===== src/rtl/braille_num_display_pkg.sv =====
// Shared constants, types and decode helpers for the Braille numeric display.
package braille_num_display_pkg;

  typedef logic [5:0] cell_t;
  typedef logic [3:0] glyph_t;

  localparam cell_t CellNumSign = 6'b111100;
  localparam cell_t CellSpace   = 6'b000000;
  localparam cell_t CellA       = 6'b000001;
  localparam cell_t CellB       = 6'b000011;
  localparam cell_t CellC       = 6'b001001;
  localparam cell_t CellD       = 6'b011001;
  localparam cell_t CellE       = 6'b010001;
  localparam cell_t CellF       = 6'b001011;
  localparam cell_t CellG       = 6'b011011;
  localparam cell_t CellH       = 6'b010011;
  localparam cell_t CellI       = 6'b001010;
  localparam cell_t CellJ       = 6'b011010;

  localparam glyph_t GlyphBlank = 4'hF;

  typedef enum logic [0:0] {StAlpha, StNumeric} state_e;

  typedef struct packed {
    logic   hit;
    glyph_t digit;
  } digit_t;

  // Letters a..i map to 1..9 and j maps to 0 in numeric mode.
  function automatic digit_t cell_to_digit(input cell_t c);
    digit_t r;
    r.hit   = 1'b1;
    r.digit = 4'd0;
    case (c)
      CellA:   r.digit = 4'd1;
      CellB:   r.digit = 4'd2;
      CellC:   r.digit = 4'd3;
      CellD:   r.digit = 4'd4;
      CellE:   r.digit = 4'd5;
      CellF:   r.digit = 4'd6;
      CellG:   r.digit = 4'd7;
      CellH:   r.digit = 4'd8;
      CellI:   r.digit = 4'd9;
      CellJ:   r.digit = 4'd0;
      default: r.hit   = 1'b0;
    endcase
    return r;
  endfunction

  // Active-low {a,b,c,d,e,f,g}; anything that is not a digit renders blank.
  function automatic logic [6:0] glyph_to_seg(input glyph_t g);
    logic [6:0] s;
    unique case (g)
      4'd0:    s = 7'b0000001;
      4'd1:    s = 7'b1001111;
      4'd2:    s = 7'b0010010;
      4'd3:    s = 7'b0000110;
      4'd4:    s = 7'b1001100;
      4'd5:    s = 7'b0100100;
      4'd6:    s = 7'b0100000;
      4'd7:    s = 7'b0001111;
      4'd8:    s = 7'b0000000;
      4'd9:    s = 7'b0000100;
      default: s = 7'b1111111;
    endcase
    return s;
  endfunction

endpackage


===== src/rtl/braille_num_display_if.sv =====
// Cell stream handshake between the capture front end and the display block.
interface braille_num_display_if;
  import braille_num_display_pkg::*;

  logic  cell_valid;
  cell_t cell_data;
  logic  cell_ready;

  modport master (output cell_valid, output cell_data, input cell_ready);
  modport slave  (input cell_valid, input cell_data, output cell_ready);
endinterface


===== src/rtl/braille_num_display_scan.sv =====
// Time-multiplexed 7-segment scanner: registered an/seg for the glyph at the current index.
module braille_num_display_scan
  import braille_num_display_pkg::*;
#(
  parameter int unsigned NumDigits    = 4,
  parameter int unsigned ScanDiv      = 1000,
  parameter bit          SegActiveLow = 1'b1
) (
  input  logic                          clk,
  input  logic                          rst,
  input  logic [NumDigits-1:0][3:0]     glyphs_i,
  output logic [6:0]                    seg_o,
  output logic [NumDigits-1:0]          an_o
);

  localparam int unsigned CntW = (ScanDiv > 1) ? $clog2(ScanDiv) : 1;
  localparam int unsigned IdxW = (NumDigits > 1) ? $clog2(NumDigits) : 1;
  localparam logic [6:0]           SegOff = SegActiveLow ? 7'h7F : 7'h00;
  localparam logic [NumDigits-1:0] AnOff  = SegActiveLow ? '1 : '0;

  logic [CntW-1:0]      cnt_q, cnt_d;
  logic [IdxW-1:0]      idx_q, idx_d;
  logic [6:0]           seg_q, seg_d;
  logic [NumDigits-1:0] an_q, an_d;
  logic [NumDigits-1:0] onehot;

  always_comb begin
    cnt_d  = cnt_q + CntW'(1);
    idx_d  = idx_q;
    onehot = NumDigits'(1) << idx_q;
    if (cnt_q == CntW'(ScanDiv - 1)) begin
      cnt_d = '0;
      idx_d = (idx_q == IdxW'(NumDigits - 1)) ? '0 : idx_q + IdxW'(1);
    end
    seg_d = glyph_to_seg(glyphs_i[idx_q]);
    an_d  = ~onehot;
    if (!SegActiveLow) begin
      seg_d = ~seg_d;
      an_d  = onehot;
    end
  end

  always_ff @(posedge clk or posedge rst) begin
    if (rst) begin
      cnt_q <= '0;
      idx_q <= '0;
      seg_q <= SegOff;
      an_q  <= AnOff;
    end else begin
      cnt_q <= cnt_d;
      idx_q <= idx_d;
      seg_q <= seg_d;
      an_q  <= an_d;
    end
  end

  assign seg_o = seg_q;
  assign an_o  = an_q;

endmodule


===== src/rtl/braille_num_display.sv =====
// Braille cell stream to multiplexed 7-segment display with numeric-indicator mode tracking.
module braille_num_display
  import braille_num_display_pkg::*;
#(
  parameter int unsigned NUM_DIGITS     = 4,
  parameter int unsigned SCAN_DIV       = 1000,
  parameter bit          SEG_ACTIVE_LOW = 1'b1
) (
  input  logic                    clk,
  input  logic                    rst,
  braille_num_display_if.slave    cell_if,
  input  logic                    clear_i,
  output logic [6:0]              seg_o,
  output logic [NUM_DIGITS-1:0]   an_o,
  output logic                    num_mode_o,
  output logic                    err_o
);

  state_e                         state_q, state_d;
  logic [NUM_DIGITS-1:0][3:0]     glyphs_q, glyphs_d;
  logic                           err_q, err_d;
  logic                           accept;
  logic                           push;
  glyph_t                         push_glyph;
  digit_t                         dec;

  assign cell_if.cell_ready = ~rst & ~clear_i;
  assign accept = cell_if.cell_valid & cell_if.cell_ready;
  assign dec    = cell_to_digit(cell_if.cell_data);

  always_comb begin
    state_d    = state_q;
    glyphs_d   = glyphs_q;
    err_d      = 1'b0;
    push       = 1'b0;
    push_glyph = GlyphBlank;
    if (clear_i) begin
      state_d  = StAlpha;
      glyphs_d = {NUM_DIGITS{GlyphBlank}};
    end else if (accept) begin
      unique case (state_q)
        StAlpha: begin
          if (cell_if.cell_data == CellNumSign) begin
            state_d = StNumeric;
          end else if (cell_if.cell_data == CellSpace) begin
            push = 1'b1;
          end else begin
            err_d = 1'b1;
          end
        end
        StNumeric: begin
          if (dec.hit) begin
            push       = 1'b1;
            push_glyph = dec.digit;
          end else if (cell_if.cell_data == CellSpace) begin
            push    = 1'b1;
            state_d = StAlpha;
          end else if (cell_if.cell_data != CellNumSign) begin
            err_d   = 1'b1;
            state_d = StAlpha;
          end
        end
        default: state_d = StAlpha;
      endcase
      if (push) begin
        for (int i = NUM_DIGITS - 1; i > 0; i--) begin
          glyphs_d[i] = glyphs_q[i-1];
        end
        glyphs_d[0] = push_glyph;
      end
    end
  end

  always_ff @(posedge clk or posedge rst) begin
    if (rst) begin
      state_q  <= StAlpha;
      glyphs_q <= {NUM_DIGITS{GlyphBlank}};
      err_q    <= 1'b0;
    end else begin
      state_q  <= state_d;
      glyphs_q <= glyphs_d;
      err_q    <= err_d;
    end
  end

  assign num_mode_o = (state_q == StNumeric);
  assign err_o      = err_q;

  braille_num_display_scan #(
    .NumDigits    (NUM_DIGITS),
    .ScanDiv      (SCAN_DIV),
    .SegActiveLow (SEG_ACTIVE_LOW)
  ) u_scan (
    .clk      (clk),
    .rst      (rst),
    .glyphs_i (glyphs_q),
    .seg_o    (seg_o),
    .an_o     (an_o)
  );

endmodule


===== src/flat_wrapper.sv =====
// flat-port wrapper written by rule: the top's interface ports become plain ports
module braille_num_display_flat import braille_num_display_pkg::*;
#(
  parameter int unsigned NUM_DIGITS     = 4,
  parameter int unsigned SCAN_DIV       = 1000,
  parameter bit          SEG_ACTIVE_LOW = 1'b1
)
  (clk, rst, clear_i, seg_o, an_o, num_mode_o, err_o, cell_if_cell_valid, cell_if_cell_data, cell_if_cell_ready);
  braille_num_display_if cell_if_i ();
  input  logic clk;
  input  logic rst;
  input  logic clear_i;
  output logic [6:0] seg_o;
  output logic [NUM_DIGITS-1:0] an_o;
  output logic num_mode_o;
  output logic err_o;
  input wire logic [$bits(cell_if_i.cell_valid)-1:0] cell_if_cell_valid;
  input wire logic [$bits(cell_if_i.cell_data)-1:0] cell_if_cell_data;
  output wire logic [$bits(cell_if_i.cell_ready)-1:0] cell_if_cell_ready;
  assign cell_if_i.cell_valid = cell_if_cell_valid;
  assign cell_if_i.cell_data = cell_if_cell_data;
  assign cell_if_cell_ready = cell_if_i.cell_ready;
  braille_num_display #(.NUM_DIGITS(NUM_DIGITS), .SCAN_DIV(SCAN_DIV), .SEG_ACTIVE_LOW(SEG_ACTIVE_LOW)) u_core (.clk(clk), .rst(rst), .cell_if(cell_if_i), .clear_i(clear_i), .seg_o(seg_o), .an_o(an_o), .num_mode_o(num_mode_o), .err_o(err_o));
endmodule

===== config.mk =====
export PLATFORM = sky130hd
export DESIGN_NAME = braille_num_display_flat
export DESIGN_NICKNAME = d
export VERILOG_FILES = /design/src/rtl/braille_num_display_pkg.sv /design/src/rtl/braille_num_display_if.sv /design/src/rtl/braille_num_display_scan.sv /design/src/rtl/braille_num_display.sv /design/src/flat_wrapper.sv
export SDC_FILE = /design/constraint.sdc
export NUM_CORES = 1
export LEC_CHECK = 0
export ABC_AREA = 1
export ABC_CLOCK_PERIOD_IN_PS = 2350
export BUFFER_PORTS_ARGS = -buffer_cell sky130_fd_sc_hd__buf_2
export CAP_MARGIN = 5
export CORE_ASPECT_RATIO = 0.8
export CORE_UTILIZATION = 55
export CTS_CLUSTER_SIZE = 20
export DETAILED_ROUTE_END_ITERATION = 12
export PLACE_DENSITY = 0.8
export REMOVE_ABC_BUFFERS = 1
export SYNTH_ARGS = -nofsm -noshare
export SYNTH_HDL_FRONTEND = slang
export SYNTH_SLANG_ARGS = --single-unit
export TNS_END_PERCENT = 5

===== constraint.sdc =====
create_clock -name clk -period 2.35 [get_ports clk]
set_clock_uncertainty 0.1 [all_clocks]
set_input_delay 0.1175 -clock clk [delete_from_list [all_inputs] [get_ports clk]]
set_output_delay 0.1175 -clock clk [all_outputs]
set_load 0.1 [all_outputs]

==> results of run 1 <==
-- logic make-up (layout without fill, tap and decap cells) --
logic type / count (synthesis) / in the layout / synth area share [%]
adder cells (fa/ha/maj): 10 / 10 / 5.39
buffers and inverters: 41 / 70 / 7.27
XOR/XNOR: 2 / 2 / 0.754
AND/OR/NAND/NOR: 153 / 153 / 32.9
flip-flops: 41 / 41 / 45.6
AO/OA/AOI/OAI: 35 / 35 / 8.08
-- sequential cells by signal, summed over array words and instances, names as in the netlist --
register / flops
u_core.glyphs_q: 16
u_core.u_scan.idx_q: 2
u_core.u_scan.seg_o: 7
u_core.u_scan.cnt_q: 10
u_core.err_o: 1
u_core.u_scan.an_o: 4
u_core.num_mode_o: 1
-- layer usage --
metal / vias to the layer above / track usage [%] / wire (um)
met2: 29 / 36.8 / 2010
met3: 2 / 5.73 / 134
met5: - / 0 / 0
li1: 962 / - / -
met1: 859 / 33.3 / 2380
met4: 0 / 7.82 / 19
-- worst reg2reg max path: cells and delay by family (launching register included) --
| family | cells | cell delay [ns] |
|---|---|---|
| AOI/OAI and AO/OA | 2 | 0.32 |
| adders and majority gates | 1 | 0.21 |
| buffers and inverters | 2 | 0.36 |
| DFF | 1 | 0.63 |
| and+or+nand+nor | 3 | 0.34 |
-- layout make-up --
| cell class | instances | area share [%] |
|---|---|---|
| Sequential cell | 41 | 41.0 |
| Inverter | 36 | 5.22 |
| Tap cell | 55 | 2.66 |
| Multi-Input combinational cell | 200 | 42.3 |
| Timing Repair Buffer | 26 | 5.42 |
| Clock buffer | 8 | 3.48 |
-- final timing paths --
path                                          end                   start  slack, ns  cells after the start
setup / recovery           u_core.u_scan.seg_o[3]  u_core.u_scan.idx_q[0]       0.29                      8
hold / removal                       u_core.err_o      cell_if_cell_valid       0.07                      3
setup reg to reg           u_core.u_scan.seg_o[3]  u_core.u_scan.idx_q[0]       0.29                      8
hold reg to reg               u_core.glyphs_q[10]     u_core.glyphs_q[10]       0.37                      2
max in group asynchronous   u_core.u_scan.an_o[2]                     rst       1.38                      4
min in group asynchronous  u_core.u_scan.idx_q[0]                     rst       0.41                      4
-- synth_stat cells, drive strengths merged --
cell type	count	area, sq um
ha	10	125
nand3	35	188
nor3b	1	7.51
and2	1	6.26
o21ai	20	104
xor2	2	17.5
a21boi	1	7.51
nor3	3	15.0
nor2	22	95.1
nor4	4	40.0
inv	36	135
a21oi	11	55.1
dfstp	27	709
dfrtp	14	350
nand3b	1	7.51
o31ai	1	7.51
a21o	1	7.51
nand2	78	354
or2	8	50.1
a31oi	1	6.26
buf	5	33.8
-- timing repair --
action,in CTS,in global routing
hold endpoints to repair,14,0
hold buffers,1,0
endpoints found under the setup margin,0,0
-- power by group --
group	total [mW]	switching [mW]	internal, mW	leakage (nW)
clock	0.473	0.233	0.240	0.0455
combinational	0.479	0.374	0.105	0.813
sequential	0.871	0.0426	0.828	0.465
==> qor.log, run 1 <==
[cts] CTS tree done
[logic_synthesis] sequential share of the synthesized area 45.6%
[sta] worst slew margin relative to its limit 67.9%
[logic_synthesis] flip-flop and latch count after synthesis 41
[detailed_routing] DRT Pass-1 Iters 4
[detailed_routing] final wirelength 4540 um
[die] number of placement rows 20
[cts] worst-case clock buffer depth 2
[detailed_routing] routed via count divided by cell count 5.06
[global_route] remaining global-route overflow 0
[critical_path] standard cell with the maximum stage delay on the critical path sky130_fd_sc_hd__dfrtp_1
[final_layout] commonest non-fill, non-tap cells in the layout sky130_fd_sc_hd__nand2_1 (63), sky130_fd_sc_hd__nand3_1 (34), sky130_fd_sc_hd__inv_1 (29)
[final_layout] area taken by multi-input logic gates 1090 sq um
[run] reported max-cap violation count 0
[power] areal power density over the cells 705 nW/um^2
[logic_synthesis] post-synthesis instance total 282
[logic_synthesis] Syn Std Cell Area 2320 sq um
[final_layout] fraction of final layout cells with drive strength greater than 1 30.2%
[critical_path] crit start category flip-flop
[final_layout] cell area after layout 2590 sq um
[global_route] vias in the first global route 1773
[die] Vert. Die Dim 60.1 um
[logic_synthesis] synth warn 0
[die] core footprint 3930 sq um
[cts] count of instances resized after the clock tree is built 0
[sta] maximum frequency from static timing analysis 484 MHz
[critical_path] Setup crit end kind flip-flop
[die] horizontal extent of the die 74.7 um
[placement] pre-CTS setup slack 0.319 ns
[detailed_routing] count of vias placed by the detailed router 1852
[detailed_routing] number of antenna-violating nets in the routed design 0
[final_layout] diode insertion count for antenna repair 0
[critical_path] stage delay of the slowest cell on the critical path 0.63 ns
[detailed_routing] Residual DRC 0
[placement] RD Place Congestion 0.908
[cts] Post-CTS Setup Repair Bufs 0
[final_layout] leading cell type in the layout, fill and taps excluded sky130_fd_sc_hd__nand2_1
[placement] number of cells in the design after placement 357
[logic_synthesis] Distinct cells, synth 33
[cts] Clk Tree Root Cell sky130_fd_sc_hd__clkbuf_8
[cts] H-tree Lvls 2
[die] Total Die Area 4490 sq um
[logic_synthesis] synthesized area divided by synthesized cell count 8.23 sq um
[sta] Hold Violations, Final 0
[sta] setup violation total in the final timing report 0
[critical_path] largest delay contributor family on the critical path flip-flops
[critical_path] highest net fanout along the worst path 15
[cts] clock latency of the later-clocked register in the worst-skew pair 0.29 ns
[power] total power draw 1.82 mW
[placement] number of I/O port buffers 23
[global_route] initial antenna violation count 0
[critical_path] Required @ worst endpoint 2.46 ns
[critical_path] worst path bufs/invs 2
[critical_path] critical path class reg2reg
[hold_path] Hold Crit Class in2reg
[final_layout] post-layout instance count excluding filler cells 366
[cts] CTS buffer count 5
[sta] part of the cycle the worst path needs 87.9%
[die] initial core utilization 59.1%
[cts] TritonCTS Sinks 41
[final_layout] FF+latch area 1060 sq um
[final_layout] number of filler cells placed in the layout 336
[global_route] overall fraction of global-route tracks in use 23.9%
[global_route] largest net degree at the start of global routing 42
[final_layout] post-route core utilization 65.9%
[final_layout] layout overhead on the synthesized area 11.4%
[sta] min Tclk post-route 2.06 ns
[detailed_routing] wire length per cell after detailed routing 12.4 um
[sta] unrepaired setup endpoints after global routing no
[run_status] status finished, final reports clean
[sta] Final Worst Setup Slack 0.285 ns
[power] Max VDD drop 0.413 mV
[placement] cell area after placement 2490 sq um
[final_layout] net total in the final layout 330
[sta] final sum of negative setup slack 0 ns
[sta] WHS 0.0710 ns
[cts] CTS clk-pin slew, worst paths 0.08 ns
[critical_path] Arrival @ worst endpoint 2.17 ns
[critical_path] cells along the critical path inv_1 -> nand2_1 -> nand3_1 -> nand2_1 -> inv_1 -> ha_1 -> o21ai_0 -> o21ai_1
[die] I/O pin cnt 24
[global_route] first-pass GRT wire length 7900 um
[power] leakage dissipation 1.32 nW
[sta] transition time of the tightest slew-check pin 0.477 ns
[detailed_routing] initial drt markers 96
[placement] HPWL reported at the end of detailed placement 3360 um
[sta] count of final max-slew check failures 0
No activity file was read; power rests on OpenSTA's default activity.
==> run 2, diff against run 1 <==
--- a/config.mk
+++ b/config.mk
@@ -14,6 +14,7 @@
 export CTS_CLUSTER_SIZE = 20
 export DETAILED_ROUTE_END_ITERATION = 12
 export PLACE_DENSITY = 0.8
+export RECOVER_POWER = 50
 export REMOVE_ABC_BUFFERS = 1
 export SYNTH_ARGS = -nofsm -noshare
 export SYNTH_HDL_FRONTEND = slang
==> run 2 against run 1 <==
Against the previous run:
- combinational power about the same
- utilization down 0.16 points
- critical path depth unchanged
- total power about the same
- final area down 0.24%
- final cell count unchanged
- via count down 0.38%
- routed wire length about the same
- worst setup slack about the same
- count of clock-buffer cells in the layout unchanged
- critical endpoint unchanged
- largest power group unchanged
==> qor.log, run 2 (synthesis gave the netlist of run 1 again) <==
[run_status] status finished, final reports clean
[cts] Clk Tree Root Cell sky130_fd_sc_hd__clkbuf_8
[die] I/O pin cnt 24
[power] Max VDD drop 0.414 mV
[detailed_routing] number of antenna-violating nets in the routed design 0
[cts] CTS tree done
[final_layout] post-route core utilization 65.7%
[die] initial core utilization 59.1%
[sta] setup violation total in the final timing report 0
[die] number of placement rows 20
[sta] transition time of the tightest slew-check pin 1.16 ns
[sta] min Tclk post-route 2.06 ns
[power] switching fraction of total power 35.7%
[sta] Hold Violations, Final 0
[final_layout] net total in the final layout 330
[die] Total Die Area 4490 sq um
[hold_path] Hold Crit Class in2reg
[power] sw power 0.650 mW
[cts] CTS buffer count 5
[critical_path] highest net fanout along the worst path 15
[sta] WHS 0.0708 ns
[placement] HPWL reported at the end of detailed placement 3360 um
[detailed_routing] DRT Pass-1 Iters 4
[global_route] largest net degree at the start of global routing 42
[cts] TritonCTS Sinks 41
[run] reported max-cap violation count 0
[detailed_routing] count of vias placed by the detailed router 1845
[sta] maximum frequency from static timing analysis 484 MHz
[power] cell-internal power 1.17 mW
[final_layout] flip-flop count of the largest register, all copies and words added 16
[critical_path] Arrival @ worst endpoint 2.17 ns
[die] core footprint 3930 sq um
[global_route] initial antenna violation count 0
[die] Vert. Die Dim 60.1 um
[power] total power draw 1.82 mW
[power] leakage dissipation 1.31 nW
[cts] CTS clk-pin slew, worst paths 0.08 ns
[sta] part of the cycle the worst path needs 87.9%
[detailed_routing] initial drt markers 96
[detailed_routing] routed via count divided by cell count 5.04
[power] sequential cell fraction of total power 47.8%
[final_layout] layout overhead on the synthesized area 11.2%
[sta] worst slew margin relative to its limit 23.2%
[power] fraction of power consumed by combinational cells 26.2%
[power] share of power burned in the clock network 26.0%
[final_layout] commonest non-fill, non-tap cells in the layout sky130_fd_sc_hd__nand2_1 (63), sky130_fd_sc_hd__nand3_1 (34), sky130_fd_sc_hd__inv_1 (29)
[detailed_routing] Residual DRC 0
[final_layout] diode insertion count for antenna repair 0
[power] areal power density over the cells 706 nW/um^2
[final_layout] register name with the most flops u_core.glyphs_q
[final_layout] leading cell type in the layout, fill and taps excluded sky130_fd_sc_hd__nand2_1
[global_route] remaining global-route overflow 0
[placement] number of I/O port buffers 23
[placement] RD Place Congestion 0.908
[die] horizontal extent of the die 74.7 um
[cts] H-tree Lvls 2
[cts] clock latency of the later-clocked register in the worst-skew pair 0.29 ns
[global_route] first-pass GRT wire length 7900 um
[critical_path] critical path class reg2reg
[sta] unrepaired setup endpoints after global routing no
[critical_path] crit start category flip-flop
[sta] count of final max-slew check failures 0
[final_layout] fraction of final layout cells with drive strength greater than 1 29.3%
[cts] Post-CTS Setup Repair Bufs 0
[global_route] vias in the first global route 1773
[cts] count of instances resized after the clock tree is built 0
[global_route] overall fraction of global-route tracks in use 23.9%
[critical_path] Required @ worst endpoint 2.46 ns
[detailed_routing] final wirelength 4550 um
[critical_path] Setup crit end kind flip-flop
[cts] worst-case clock buffer depth 2
[detailed_routing] wire length per cell after detailed routing 12.4 um
==> run 2: cell count changes in the layout (fill, tap and decap cells not counted), sizes merged <==
| cell | previous run | this run |
|---|---|---|
| clkbuf | 8 | 12 |
| buf | 25 | 21 |
==> run 2: what timing repair did <==
item,in CTS,in global routing
hold endpoints to repair,14,0
hold buffers,1,0
setup endpoints to repair,0,0
==> run 2: worst paths after layout <==
kind	start	to	slack, ns	depth (start not counted)
worst max-delay path	u_core.u_scan.idx_q[0]	u_core.u_scan.seg_o[3]	0.29	8
worst min-delay path	cell_if_cell_valid	u_core.err_o	0.07	3
worst max register to register	u_core.u_scan.idx_q[0]	u_core.u_scan.seg_o[3]	0.29	8
worst min register to register	u_core.glyphs_q[10]	u_core.glyphs_q[10]	0.37	2
max in group asynchronous	rst	u_core.u_scan.cnt_q[3]	0.99	4
min in group asynchronous	rst	u_core.u_scan.idx_q[0]	0.57	4
==> run 2: through the flow <==
| step | instances | TNS [ns] | instance area, sq um | setup WS, ns |
|---|---|---|---|---|
| global placement | 357 | 0 | 2490 | 0.490 |
| floorplan | 277 | -2.12 | 2290 | -0.139 |
| CTS | 366 | 0 | 2590 | 0.301 |
| detailed placement | 357 | 0 | 2490 | 0.319 |
| global route | 366 | 0 | 2580 | 0.109 |
| finish | 366 | 0 | 2580 | 0.285 |
==> run 2: power by group through the flow <==
stage / combinational, mW / clock (mW) / sequential [mW]
CTS: 0.482 / 0.483 / 0.872
global placement: 0.471 / 0 / 0.880
finish: 0.478 / 0.473 / 0.871
floorplan: 0.191 / 0 / 1.08
global route: 0.522 / 0.512 / 0.879
detailed placement: 0.480 / 0 / 0.882
==> run 2: final cells by class <==
type | instances | area (sq um)
well taps | 55 | 68.8
fillers | 337 | 1350
repair buffers | 26 | 134
multi-input cells | 200 | 1090
inverters | 36 | 135
flip-flops and latches | 41 | 1060
clock buffers | 8 | 90.1
==> run 2: worst max-delay path, stage by stage, from the launching register on <==
cell and delay, ns:
sky130_fd_sc_hd__dfrtp_1 0.63, sky130_fd_sc_hd__inv_1 0.26, sky130_fd_sc_hd__nand2_1 0.10, sky130_fd_sc_hd__nand3_1 0.07, sky130_fd_sc_hd__nand2_1 0.17, sky130_fd_sc_hd__inv_1 0.10
sky130_fd_sc_hd__ha_1 0.21, sky130_fd_sc_hd__o21ai_0 0.22, sky130_fd_sc_hd__o21ai_1 0.10
==> run 2: routing by layer <==
metal / vias up / global-route usage, % / wire length [um]
met4: 0 / 7.82 / 19
li1: 964 / - / -
met3: 2 / 5.73 / 119
met1: 854 / 33.3 / 2400
met2: 25 / 36.8 / 2010
met5: - / 0 / 0
==> run 3, diff against run 2 <==
--- a/config.mk
+++ b/config.mk
@@ -9,11 +9,13 @@
 export ABC_CLOCK_PERIOD_IN_PS = 2350
 export BUFFER_PORTS_ARGS = -buffer_cell sky130_fd_sc_hd__buf_2
 export CAP_MARGIN = 5
-export CORE_ASPECT_RATIO = 0.8
-export CORE_UTILIZATION = 55
+export CELL_PAD_IN_SITES_DETAIL_PLACEMENT = 0
+export CELL_PAD_IN_SITES_GLOBAL_PLACEMENT = 1
+export CORE_ASPECT_RATIO = 1.4
+export CORE_UTILIZATION = 44
 export CTS_CLUSTER_SIZE = 20
 export DETAILED_ROUTE_END_ITERATION = 12
-export PLACE_DENSITY = 0.8
+export PLACE_DENSITY = 0.84
 export RECOVER_POWER = 50
 export REMOVE_ABC_BUFFERS = 1
 export SYNTH_ARGS = -nofsm -noshare
==> run 3 against run 2 <==
Against the previous run:
- worst setup slack improved by 0.11 ns
- sequential share of layout area fell by 0.34 points
- worst hold slack got worse by 0.058 ns
- routed wire length fell by 5.4%
- critical endpoint is now u_core.u_scan.seg_o[6]
- largest cell class unchanged
==> qor.log, run 3 (synthesis gave the netlist of run 1 again) <==
[run_status] status finished, final reports clean
[detailed_routing] DRT Pass-1 Iters 4
[final_layout] diode insertion count for antenna repair 0
[final_layout] layout overhead on the synthesized area 12.1%
[critical_path] crit start category flip-flop
[critical_path] start of the worst register-to-register path u_core.u_scan.idx_q[0]
[global_route] largest net degree at the start of global routing 40
[die] core footprint 4950 sq um
[hold_path] min-delay src cell_if_cell_valid
[final_layout] register name with the most flops u_core.glyphs_q
[die] I/O pin cnt 24
[cts] Clk Tree Root Cell sky130_fd_sc_hd__clkbuf_8
[sta] unrepaired setup endpoints after global routing no
[sta] worst slew margin relative to its limit 23.2%
[placement] RD Place Congestion 0.774
[final_layout] fraction of final layout cells with drive strength greater than 1 29.9%
[placement] HPWL reported at the end of detailed placement 3220 um
[critical_path] critical path class reg2reg
[detailed_routing] count of vias placed by the detailed router 1827
[placement] number of I/O port buffers 23
[cts] CTS tree done
[final_layout] FF+latch area 1060 sq um
[cts] worst-case clock buffer depth 2
[detailed_routing] Residual DRC 0
[sta] part of the cycle the worst path needs 83.1%
[sta] WHS 0.0129 ns
[sta] setup violation total in the final timing report 0
[sta] count of final max-slew check failures 0
[final_layout] commonest non-fill, non-tap cells in the layout sky130_fd_sc_hd__nand2_1 (64), sky130_fd_sc_hd__nand3_1 (34), sky130_fd_sc_hd__inv_1 (29)
[sta] min Tclk post-route 1.95 ns
[detailed_routing] routed via count divided by cell count 4.87
[hold_path] Hold Crit Class in2reg
[final_layout] net total in the final layout 330
[sta] maximum frequency from static timing analysis 512 MHz
[cts] CTS buffer count 5
[sta] transition time of the tightest slew-check pin 1.16 ns
[power] areal power density over the cells 707 nW/um^2
[global_route] initial antenna violation count 0
[critical_path] Arrival @ worst endpoint 2.06 ns
[placement] number of cells in the design after placement 366
[detailed_routing] wire length per cell after detailed routing 11.5 um
[cts] CTS clk-pin slew, worst paths 0.07 ns
[run] reported max-cap violation count 0
[cts] clock latency of the later-clocked register in the worst-skew pair 0.29 ns
[power] Max VDD drop 0.196 mV
[die] number of placement rows 30
[final_layout] flip-flop count of the largest register, all copies and words added 16
[critical_path] highest net fanout along the worst path 15
[critical_path] Required @ worst endpoint 2.46 ns
[global_route] remaining global-route overflow 0
[final_layout] area taken by multi-input logic gates 1090 sq um
[final_layout] post-layout instance count excluding filler cells 375
[global_route] overall fraction of global-route tracks in use 17.7%
[critical_path] Setup crit end kind flip-flop
[die] Total Die Area 5580 sq um
[die] horizontal extent of the die 63.4 um
[die] initial core utilization 46.9%
[final_layout] leading cell type in the layout, fill and taps excluded sky130_fd_sc_hd__nand2_1
[die] Vert. Die Dim 88.0 um
[global_route] first-pass GRT wire length 7720 um
[final_layout] number of filler cells placed in the layout 521
[critical_path] start point of the critical path u_core.u_scan.idx_q[0]
[detailed_routing] final wirelength 4300 um
[sta] Hold Violations, Final 0
[detailed_routing] number of antenna-violating nets in the routed design 0
[cts] H-tree Lvls 2
[cts] TritonCTS Sinks 41
[detailed_routing] initial drt markers 70
[global_route] vias in the first global route 1746
[power] leakage dissipation 1.32 nW
run 3: cell count changes in the layout (fill, tap and decap cells not counted), sizes merged:
cell    change
buf         +1
clkbuf      -2
clkinv      +1
run 3: layout make-up:
type | count | share of cell area, %
repair buffers | 26 | 5.19
multi-input cells | 200 | 41.9
well taps | 64 | 3.08
clock buffers | 7 | 3.70
flip-flops and latches | 41 | 40.7
clock inverters | 1 | 0.192
inverters | 36 | 5.19
run 3: routing by layer:
| metal | wire (um) | share of wire (%) | GRT usage, % |
|---|---|---|---|
| met3 | 83 | 1.9 | 3.13 |
| met5 | 0 | 0 | 0 |
| met2 | 2310 | 54 | 33.8 |
| met1 | 1840 | 43 | 19.1 |
| met4 | 73 | 1.7 | 6.82 |
run 3: repair_timing:
action,4_1_cts,5_1_grt
buffers inserted,0,0
endpoints found under the hold margin,14,0
hold buffers,1,0
resized for setup,0,0
run 3: critical path, stage by stage (launching register included):
cell                      delay (ns)
sky130_fd_sc_hd__dfrtp_1        0.60
sky130_fd_sc_hd__inv_1          0.24
sky130_fd_sc_hd__nand2_1        0.10
sky130_fd_sc_hd__nand3_1        0.06
sky130_fd_sc_hd__nand2_1        0.17
sky130_fd_sc_hd__inv_1          0.09
sky130_fd_sc_hd__ha_1           0.19
sky130_fd_sc_hd__o21ai_0        0.23
sky130_fd_sc_hd__o21ai_1        0.10
run 3: worst paths after layout:
kind / endpoint / slack, ns / depth (start not counted)
worst max register to register: u_core.u_scan.seg_o[6] / 0.40 / 8
worst min-delay path: u_core.err_o / 0.01 / 3
worst max-delay path: u_core.u_scan.seg_o[6] / 0.40 / 8
min in group asynchronous: u_core.num_mode_o / 0.14 / 3
worst min register to register: u_core.u_scan.cnt_q[0] / 0.36 / 1
max in group asynchronous: u_core.u_scan.idx_q[0] / 0.94 / 4
run 3: through the flow:
step | util [%] | total power, mW | setup TNS, ns | setup WS (ns) | cell area [sq um]
global route | 52.5 | 1.93 | 0 | 0.138 | 2600
global placement | 50.4 | 1.36 | 0 | 0.498 | 2500
finish | 52.5 | 1.84 | 0 | 0.396 | 2600
detailed placement | 50.4 | 1.36 | 0 | 0.417 | 2500
CTS | 52.7 | 1.86 | 0 | 0.404 | 2610
floorplan | - | 1.27 | -2.12 | -0.139 | 2290
run 3: power breakdown:
group | leakage, nW | internal [mW] | total, mW | switching (mW)
registers | 0.465 | 0.828 | 0.871 | 0.0424
clock network | 0.0542 | 0.265 | 0.498 | 0.233
logic | 0.804 | 0.104 | 0.471 | 0.368
total | 1.32 | 1.20 | 1.84 | 0.643
